<file path="src/rtl/uart_sipo_rx.sv">
// Oversampling UART receiver: start/8 data/optional parity/stop, LSB first.
// Recovers each bit at mid-bit, checks parity and stop, strobes done_flag for one cycle.
module uart_sipo_rx #(
    parameter int unsigned OVERSAMPLE = 16
) (
    input  logic       baud_clk,
    input  logic       reset,
    input  logic       data_rx,
    input  logic [1:0] parity_type,
    output logic [7:0] data_out,
    output logic       parity_error,
    output logic       stop_error,
    output logic       active_flag,
    output logic       done_flag
);

    localparam int unsigned TW = $clog2(OVERSAMPLE);
    localparam logic [TW-1:0] HALF_M1 = TW'(OVERSAMPLE / 2 - 1);
    localparam logic [TW-1:0] FULL_M1 = TW'(OVERSAMPLE - 1);

    typedef enum logic [2:0] {
        IDLE,
        START,
        DATA,
        PARITY,
        STOP
    } state_t;

    state_t        state_q;
    logic          sync1_q;
    logic          sync2_q;
    logic          rx_s;
    logic [TW-1:0] tick_q;
    logic [2:0]    bit_q;
    logic [7:0]    shift_q;
    logic [1:0]    par_mode_q;
    logic          par_bit_q;
    logic          stop_bit_q;
    logic          stop_seen_q;
    logic          seen_high_q;

    logic          tick_last;
    logic          ones_odd;
    logic          perr_d;

    assign rx_s      = sync2_q;
    assign tick_last = (tick_q == FULL_M1);

    always_comb begin
        ones_odd = (^shift_q) ^ par_bit_q;
        perr_d   = 1'b0;
        case (par_mode_q)
            2'b01:   perr_d = ~ones_odd;
            2'b10:   perr_d = ones_odd;
            default: perr_d = 1'b0;
        endcase
    end

    always_ff @(posedge baud_clk) begin
        if (!reset) begin
            state_q      <= IDLE;
            sync1_q      <= 1'b1;
            sync2_q      <= 1'b1;
            tick_q       <= '0;
            bit_q        <= '0;
            shift_q      <= '0;
            par_mode_q   <= '0;
            par_bit_q    <= 1'b0;
            stop_bit_q   <= 1'b0;
            stop_seen_q  <= 1'b0;
            seen_high_q  <= 1'b1;
            data_out     <= '0;
            parity_error <= 1'b0;
            stop_error   <= 1'b0;
            active_flag  <= 1'b0;
            done_flag    <= 1'b0;
        end else begin
            sync1_q   <= data_rx;
            sync2_q   <= sync1_q;
            done_flag <= 1'b0;

            case (state_q)
                IDLE: begin
                    active_flag <= 1'b0;
                    if (rx_s) begin
                        seen_high_q <= 1'b1;
                    end else if (seen_high_q) begin
                        state_q    <= START;
                        tick_q     <= '0;
                        par_mode_q <= parity_type;
                    end
                end

                START: begin
                    active_flag <= 1'b1;
                    if (tick_q == HALF_M1) begin
                        tick_q <= '0;
                        if (!rx_s) begin
                            state_q <= DATA;
                            bit_q   <= '0;
                        end else begin
                            // false start: abandon quietly, result outputs untouched
                            state_q     <= IDLE;
                            active_flag <= 1'b0;
                        end
                    end else begin
                        tick_q <= tick_q + 1'b1;
                    end
                end

                DATA: begin
                    active_flag <= 1'b1;
                    if (tick_last) begin
                        tick_q  <= '0;
                        shift_q <= {rx_s, shift_q[7:1]};
                        if (bit_q == 3'd7) begin
                            state_q <= (par_mode_q == 2'b01 || par_mode_q == 2'b10) ? PARITY : STOP;
                        end else begin
                            bit_q <= bit_q + 1'b1;
                        end
                    end else begin
                        tick_q <= tick_q + 1'b1;
                    end
                end

                PARITY: begin
                    active_flag <= 1'b1;
                    if (tick_last) begin
                        tick_q    <= '0;
                        par_bit_q <= rx_s;
                        state_q   <= STOP;
                    end else begin
                        tick_q <= tick_q + 1'b1;
                    end
                end

                STOP: begin
                    if (!stop_seen_q) begin
                        active_flag <= 1'b1;
                        if (tick_last) begin
                            tick_q      <= '0;
                            stop_bit_q  <= rx_s;
                            stop_seen_q <= 1'b1;
                        end else begin
                            tick_q <= tick_q + 1'b1;
                        end
                    end else begin
                        // a low stop bit blocks restart until the line is seen high
                        data_out     <= shift_q;
                        stop_error   <= ~stop_bit_q;
                        parity_error <= perr_d;
                        done_flag    <= 1'b1;
                        active_flag  <= 1'b0;
                        seen_high_q  <= stop_bit_q;
                        stop_seen_q  <= 1'b0;
                        state_q      <= IDLE;
                    end
                end

                default: begin
                    state_q <= IDLE;
                end
            endcase
        end
    end

endmodule

</file>
<file path="config.mk">
export PLATFORM = sky130hd
export DESIGN_NAME = uart_sipo_rx
export DESIGN_NICKNAME = d
export VERILOG_FILES = /design/src/rtl/uart_sipo_rx.sv
export SDC_FILE = /design/constraint.sdc
export NUM_CORES = 1
export LEC_CHECK = 0
export CAP_MARGIN = 30
export CORE_ASPECT_RATIO = 1.5
export CORE_UTILIZATION = 51
export DETAILED_ROUTE_END_ITERATION = 8
export GPL_ROUTABILITY_DRIVEN = 1
export GPL_TIMING_DRIVEN = 1
export PLACE_DENSITY = 0.75
export REMOVE_ABC_BUFFERS = 1
export SYNTH_ARGS = -nofsm -noshare
export SYNTH_HDL_FRONTEND = slang
export SYNTH_SLANG_ARGS = --single-unit
</file>
<file path="constraint.sdc">
create_clock -name baud_clk -period 1.7 [get_ports baud_clk]
set_clock_uncertainty 0.15 [all_clocks]
set_input_delay 0.34 -clock baud_clk [delete_from_list [all_inputs] [get_ports baud_clk]]
set_output_delay 0.34 -clock baud_clk [all_outputs]
set_load 0.03 [all_outputs]
</file>
==> qor.yml <==
status: "finished clean"
start_util_pct: 54.3
crit_path_max_incr_delay_ns: 0.34
remaining_drc_errors: 0
cp-end-kind: "flop"
layout_commonest_cell: "dfxtp_1"
grt_usage_pct: 23.5
fin_crit_ns: 1.68
fillers: 293
cts_hold_buf: 0
sw_frac_of_total_pct: 26.2
cp_common_cell: "ha_4"
via_per_inst: 5.78
row_count: 26
grtUsageMet3_pct: 4.99
crit_path_cell_trace: "ha_4 -> ha_4 -> a211o_1 -> buf_4 -> o22a_1 -> nand4_1 -> a21oi_1"
worstSkewPairLatency_ns: 0.29
path_clk_slew_ns: 0.08
grt_max_degree: 28
combPwrFrac_pct: 14.2
cts_tree: "yes"
synth_area_leader_cell: "dfxtp_1"
drv_slew: 0
syn2layout_area_growth_pct: 26.6
post_route_cells_drive_above_1_share_pct: 24.7
regToRegEndpoint: "state_q[1]$_SDFFE_PN0P_"
powerDensity_nw_per_um2: 781
slew_headroom_pct: 79.2
fin_area_um2: 2370
setup-violations-final: 0
portBuffers: 16
die_w_um: 51.5
cts_buffer_depth: 2
nets: 248
yosysSeqAreaShare_pct: 40.6
required_ns: 1.72
antenna_found_initial: 0
syn_area_per_cell_um2: 9.32
synth.top_cell.area_share_pct: 40.6
coreArea_um2: 3450
p_int_mw: 1.37
multi_input_area_um2: 1090
max_freq_mhz: 596
switching_power_mw: 0.486
clockRootBuffer: "clkbuf_8"
drt-initial-drc-count: 39
grt_util_met1_pct: 25.1
holdPathEnd: "rx_s$_SDFF_PN1_"
routedWlPerCell_um: 15.2
grt_use_met2_pct: 42.1
synth.area.top_cells: "dfxtp_1, mux2i_1, a21oi_1"
synth_area_um2: 1870
die_h_um: 76.2
antennaDiodeCount: 0
ios: 17
hpwlAfterDp_mm: 2.99
grt_pass1_wl_mm: 6.98
seq_area_um2: 772
r2r_slack_ns: 0.02
rr_worst_depth: 7
wl_mm: 4.26
cts-buffers-inserted: 5
hold_path_class: "flop to flop"
leakage_nw: 0.984
pwr-share-clk_pct: 35.2
grt.busiest_layer: "met2"
postRouteAntennaNets: 0
synth-seq-cells: 38
h-tree-depth: 2
ir_drop_v: 0.000689
cts_sinks: 38
final.period_utilization_pct: 98.7
post_dp_cell_area_um2: 2190
critical_path_peak_fanout: 3
dominantRegCellSynth: "dfxtp_1"
worstSetupStartpointType: "flop"
yosys_warnings: 0
gp_congestion: 0.922
tightest_slew_ns: 0.307
synthCells: 201
die-area_um2: 3920
critical_path_class: "flop to flop"
drv_cap: 0
async_flop_share_pct: 0
grt_overflow: 0
hold_depth: 1
power.total_mw: 1.85
grt_pass1_vias: 1607
critical_path.slowest_cell: "dfxtp_2"
mostFrequentLayoutCells: "dfxtp_1, buf_4, nand2_1"
seq_power_share_pct: 50.6
r2r-start: "bit_q[0]$_SDFFE_PN0P_"
hold_violations: 0
num_vias: 1625
rsz0062_at_grt: "true"
arrival_ns: 1.70
yosysUniqueCellTypes: 53
firstDrtPassIters: 5
hp-start: "sync1_q$_SDFF_PN1_"
synth_edf_count: 0
-- repair_timing --
item                                    CTS  global route
pin swaps                                 2             2
resized for setup                        25            11
endpoints found under the setup margin   20             9
setup buffers                             1             0
-- cells in the mapped netlist (3+ instances only) --
cell type,number
a21oi_1,18
buf_2,3
buf_6,4
clkbuf_1,4
dfxtp_1,38
ha_1,5
inv_1,4
mux2i_1,12
nand2_1,23
nand2b_1,5
nand4_1,3
nor2_1,19
nor3_1,4
o21ai_0,6
o22ai_1,3
xnor2_1,4
-- flip-flops by register name (all words and copies together) (netlist names), 2 cells and up --
| signal | flops |
|---|---|
| bit_q | 3 |
| state_q | 3 |
| tick_q | 4 |
| data_out | 8 |
| par_mode_q | 2 |
| shift_q | 8 |
-- per-stage QoR --
step	hold slack, ns	setup slack, ns	std cells	util (%)	TNS [ns]
after CTS	0.276	-0.0265	281	67.5	-0.0265
after global routing	0.293	-0.0422	281	68.8	-0.167
after floorplan	0.236	-0.198	189	-	-0.691
after global placement	0.249	-0.0782	272	63.5	-0.155
after detailed placement	0.250	-0.104	272	63.5	-0.431
final	0.273	0.0228	281	68.8	0
-- worst max path at each step --
stage,to,start,slack (ns),cells past startpoint
floorplan,bit_q[2]$_SDFFE_PN0P_,tick_q[0]$_SDFFE_PN0P_,-0.20,5
CTS,state_q[2]$_SDFFE_PN0P_,bit_q[1]$_SDFFE_PN0P_,-0.03,6
global route,state_q[0]$_SDFFE_PN0P_,bit_q[0]$_SDFFE_PN0P_,-0.04,7
global placement,state_q[2]$_SDFFE_PN0P_,state_q[1]$_SDFFE_PN0P_,-0.08,4
detailed placement,state_q[2]$_SDFFE_PN0P_,state_q[1]$_SDFFE_PN0P_,-0.10,4
finish,state_q[1]$_SDFFE_PN0P_,bit_q[0]$_SDFFE_PN0P_,0.02,7
-- layer usage --
metal  wire length (um)  up-vias
met2               2340       25
met1               1710      799
met5                  0        -
li1                   -      791
met4                121        0
met3                 90       10
-- kinds of logic (layout without fill, tap and decap cells) --
logic type,count (synthesis),after routing,synth area share [%]
simple gates,79,79,22.7
compound gates,42,42,15.5
flops,38,38,40.6
buf+inv,17,55,5.41
mux,12,12,6.41
xor+xnor,8,8,6.01
fa+ha+maj,5,5,3.34
-- power groups by stage --
stage / Clock (mW) / Sequential [mW] / Combinational [mW]
2_1_floorplan: 0 / 0.957 / 0.122
3_3_place_gp: 0 / 0.949 / 0.233
3_5_place_dp: 0 / 0.951 / 0.244
4_1_cts: 0.665 / 0.936 / 0.255
5_1_grt: 0.705 / 0.939 / 0.290
6_report: 0.652 / 0.937 / 0.264
-- final cells by class --
| cell class | instances | area share [%] |
|---|---|---|
| Sequential cell | 38 | 32.6 |
| Inverter | 5 | 0.792 |
| Tap cell | 42 | 2.22 |
| Timing Repair Buffer | 42 | 14.4 |
| Clock inverter | 2 | 0.528 |
| Clock buffer | 6 | 3.48 |
| Multi-Input combinational cell | 146 | 46.1 |
-- worst max-delay path, delay by kind of cell (launching register included) --
kind / cells / cell delay [ns]
adder cells (fa/ha/maj): 2 / 0.32
flip-flops: 1 / 0.34
AO/OA/AOI/OAI: 3 / 0.50
AND/OR/NAND/NOR: 1 / 0.10
buffers and inverters: 1 / 0.14
Note: power is estimated with default switching activity, not from simulation.
==> patch: new RTL, config.mk and constraints unchanged <==
Register the inputs `data_rx` and `parity_type` before use, without a reset. The logic sees them one clock later.
--- a/src/rtl/uart_sipo_rx.sv
+++ b/src/rtl/uart_sipo_rx.sv
@@ -25,6 +25,14 @@
         PARITY,
         STOP
     } state_t;
+
+    logic data_rx_q;
+    logic [1:0] parity_type_q;
+
+    always_ff @(posedge baud_clk) begin
+        data_rx_q     <= data_rx;
+        parity_type_q <= parity_type;
+    end
 
     state_t        state_q;
     logic          sync1_q;
@@ -75,7 +83,7 @@
             active_flag  <= 1'b0;
             done_flag    <= 1'b0;
         end else begin
-            sync1_q   <= data_rx;
+            sync1_q   <= data_rx_q;
             sync2_q   <= sync1_q;
             done_flag <= 1'b0;
 
@@ -87,7 +95,7 @@
                     end else if (seen_high_q) begin
                         state_q    <= START;
                         tick_q     <= '0;
-                        par_mode_q <= parity_type;
+                        par_mode_q <= parity_type_q;
                     end
                 end
 
Formal check against the unedited RTL: not equivalent (Yosys sat finds a counterexample within 10 cycles, from zero or initial values and one cycle with reset low).
==> patch against the original RTL <==
- the run now ends with setup timing left
- sequential share of layout area fell by 0.48 points
- area after synthesis rose by 3.5%
- wire length rose by 9.2%
- hold slack got worse by 0.0062 ns
- die area rose by 3.4%
- sequential cell count rose by 3
- cell area rose by 11%
- setup slack got worse by 0.056 ns
- critical endpoint is now tick_q[0]$_SDFFE_PN0P_
Power is not compared: it rests on default switching activity, and its combinational part moved more than twofold at a synthesized area within 25%.
==> patch: results (changes against the original RTL) <==
* Result of the run: finished with violations
- The checks that failed: setup timing.
- The routing usage on met2 was 40.9% (-1.2 points).
* Leakage power figure: 1.09 nW
* DRC marker count from the first detailed-route iteration: 46 (+18%)
* DP Area: 2310 µm² (+5.3%)
* Iteration count of the initial detailed-routing pass: 4 (-1)
- The total setup violations reported at the end of the flow came to 4 (+4).
- Worst Setup Slack post-DPL: -0.111 ns (-0.00688 ns)
- The average wire per cell in the routed design came to 15.2 µm (about the same).
- The ratio of cells with drive above 1 in the final layout was 30.3% (+5.6 points).
- Diode count: 0 (unchanged)
- Met3 usage in global routing: 5.69% (+0.70 points)
- Synth Warn #: 0 (unchanged)
- Clock latency on the worst-skew pair, taken at its later pin, is 0.30 ns.
- GR Util All Layers: 23.6% (+0.035 points)
- The net total in the final layout is 273 (+10%).
- The endpoint arrival time on the critical path is 1.81 ns (+0.11 ns).
- The worst-case IR drop observed on VDD is 730 µV.
* Global-route wire length before repair: 7090 µm (+1.6%)
- Post-synth top cells: 41 x sky130_fd_sc_hd__dfxtp_1, 29 x sky130_fd_sc_hd__nand2_1, 21 x sky130_fd_sc_hd__a21oi_1
- Area of the multi-input gates: 1160 µm² (+6.4%)
- The count of input and output buffers is 16 (unchanged).
* Pin count of the biggest net entering global routing: 32 (+14%)
- Overflow left after global routing: 0 (unchanged)
- In the post-synthesis netlist, the biggest area contributors are sky130_fd_sc_hd__dfxtp_1 42%, sky130_fd_sc_hd__nand2_1 5.6%, sky130_fd_sc_hd__a21oi_1 5.4%, sky130_fd_sc_hd__mux2i_1 5.2%, sky130_fd_sc_hd__ha_1 3.2%.
- In this run the worst hold path is classified as reg2reg.
- Number of global-route vias before repair: 1592 (-0.93%)
* HPWL after detailed placement: 3050 µm (+2.1%)
- Worst slew pin tran: 0.380 ns (+0.0724 ns)
- Unique masters post-synth: 50 (-5.7%)
- Routability cong.: 0.871 (-5.5%)
- The setup slack of the critical path after layout is -0.0337 ns (-0.0565 ns).
- Sequential share of the synthesized area: 42.3% (+1.7 points)
* Via count normalized by instance count: 5.65 (-2.3%)
- Critical-path maximum fanout: 6 (+3)
* Fill count: 267 (-8.9%)
- Met1 track demand over resource: 24.9% (-0.16 points)
[patch: cell count changes after synthesis, sizes merged, moves of 3 or more]
cell	before	now
nand3	3	6
a21oi	18	21
nand2	23	29
nor2	19	16
nor3	4	7
dfxtp	38	41
o21a	1	4
buf	8	5
[patch: power breakdown]
group | leakage (nW) | switching (W) | internal, W
sequential | 0.338 | 0.00000930 | 0.000964
combinational | 0.704 | 0.0000663 | 0.0000621
clock | 0.0512 | 0.000344 | 0.000329
[patch: path summary, 6_finish.rpt]
path	to	slack (ns)	start	cells after the start
worst max-delay path	tick_q[0]$_SDFFE_PN0P_	-0.03	state_q[0]$_SDFFE_PN0P_	4
worst min-delay path	rx_s$_SDFF_PN1_	0.27	sync1_q$_SDFF_PN1_	1
worst max register to register	tick_q[0]$_SDFFE_PN0P_	-0.03	state_q[0]$_SDFFE_PN0P_	4
worst min register to register	rx_s$_SDFF_PN1_	0.27	sync1_q$_SDFF_PN1_	1
[patch: layout make-up]
cell class | count | area share, %
timing repair buffer | 53 | 17.1
sequential | 41 | 32.1
inverter | 6 | 0.857
clock buffer | 6 | 3.14
tap | 43 | 2.05
multi-input combinational | 156 | 44.2
clock inverter | 2 | 0.524
[patch: repair_timing]
item	in CTS	in global routing
hold buffers	0	0
pin swaps	4	17
gates resized for setup	32	31
buffers inserted	7	4
cloned	0	0
setup endpoints to repair	31	26
[patch: logic make-up after synthesis]
group                    count (synthesis)  share of synthesized area, %
XOR/XNOR                                 6                          4.90
AND/OR/NAND/NOR                         86                          23.6
buffers and inverters                   15                          4.00
multiplexers                            10                          5.16
AO/OA/AOI/OAI                           49                          16.8
adder cells (fa/ha/maj)                  5                          3.23
flip-flops                              41                          42.3
[patch: worst max-delay path, cell delays in order (launching register included)]
cell	delay [ns]
sky130_fd_sc_hd__dfxtp_4	0.38
sky130_fd_sc_hd__o31ai_4	0.31
sky130_fd_sc_hd__o31ai_4	0.14
sky130_fd_sc_hd__or4_1	0.54
sky130_fd_sc_hd__a21oi_2	0.15
[patch: metrics by stage]
stage               setup TNS (ns)  instances  utilization [%]
CTS                              0        303             68.4
finish                     -0.0604        307             72.1
floorplan                   -0.505        203                -
global placement            -0.106        288             63.2
global route                -0.552        307             72.1
detailed placement          -0.560        288             63.2
[patch: layer usage]
layer / routed length [µm] / vias to the layer above
li1: - / 852
met1: 1760 / 831
met2: 2660 / 37
met3: 110 / 15
met4: 131 / 0
met5: 0 / -
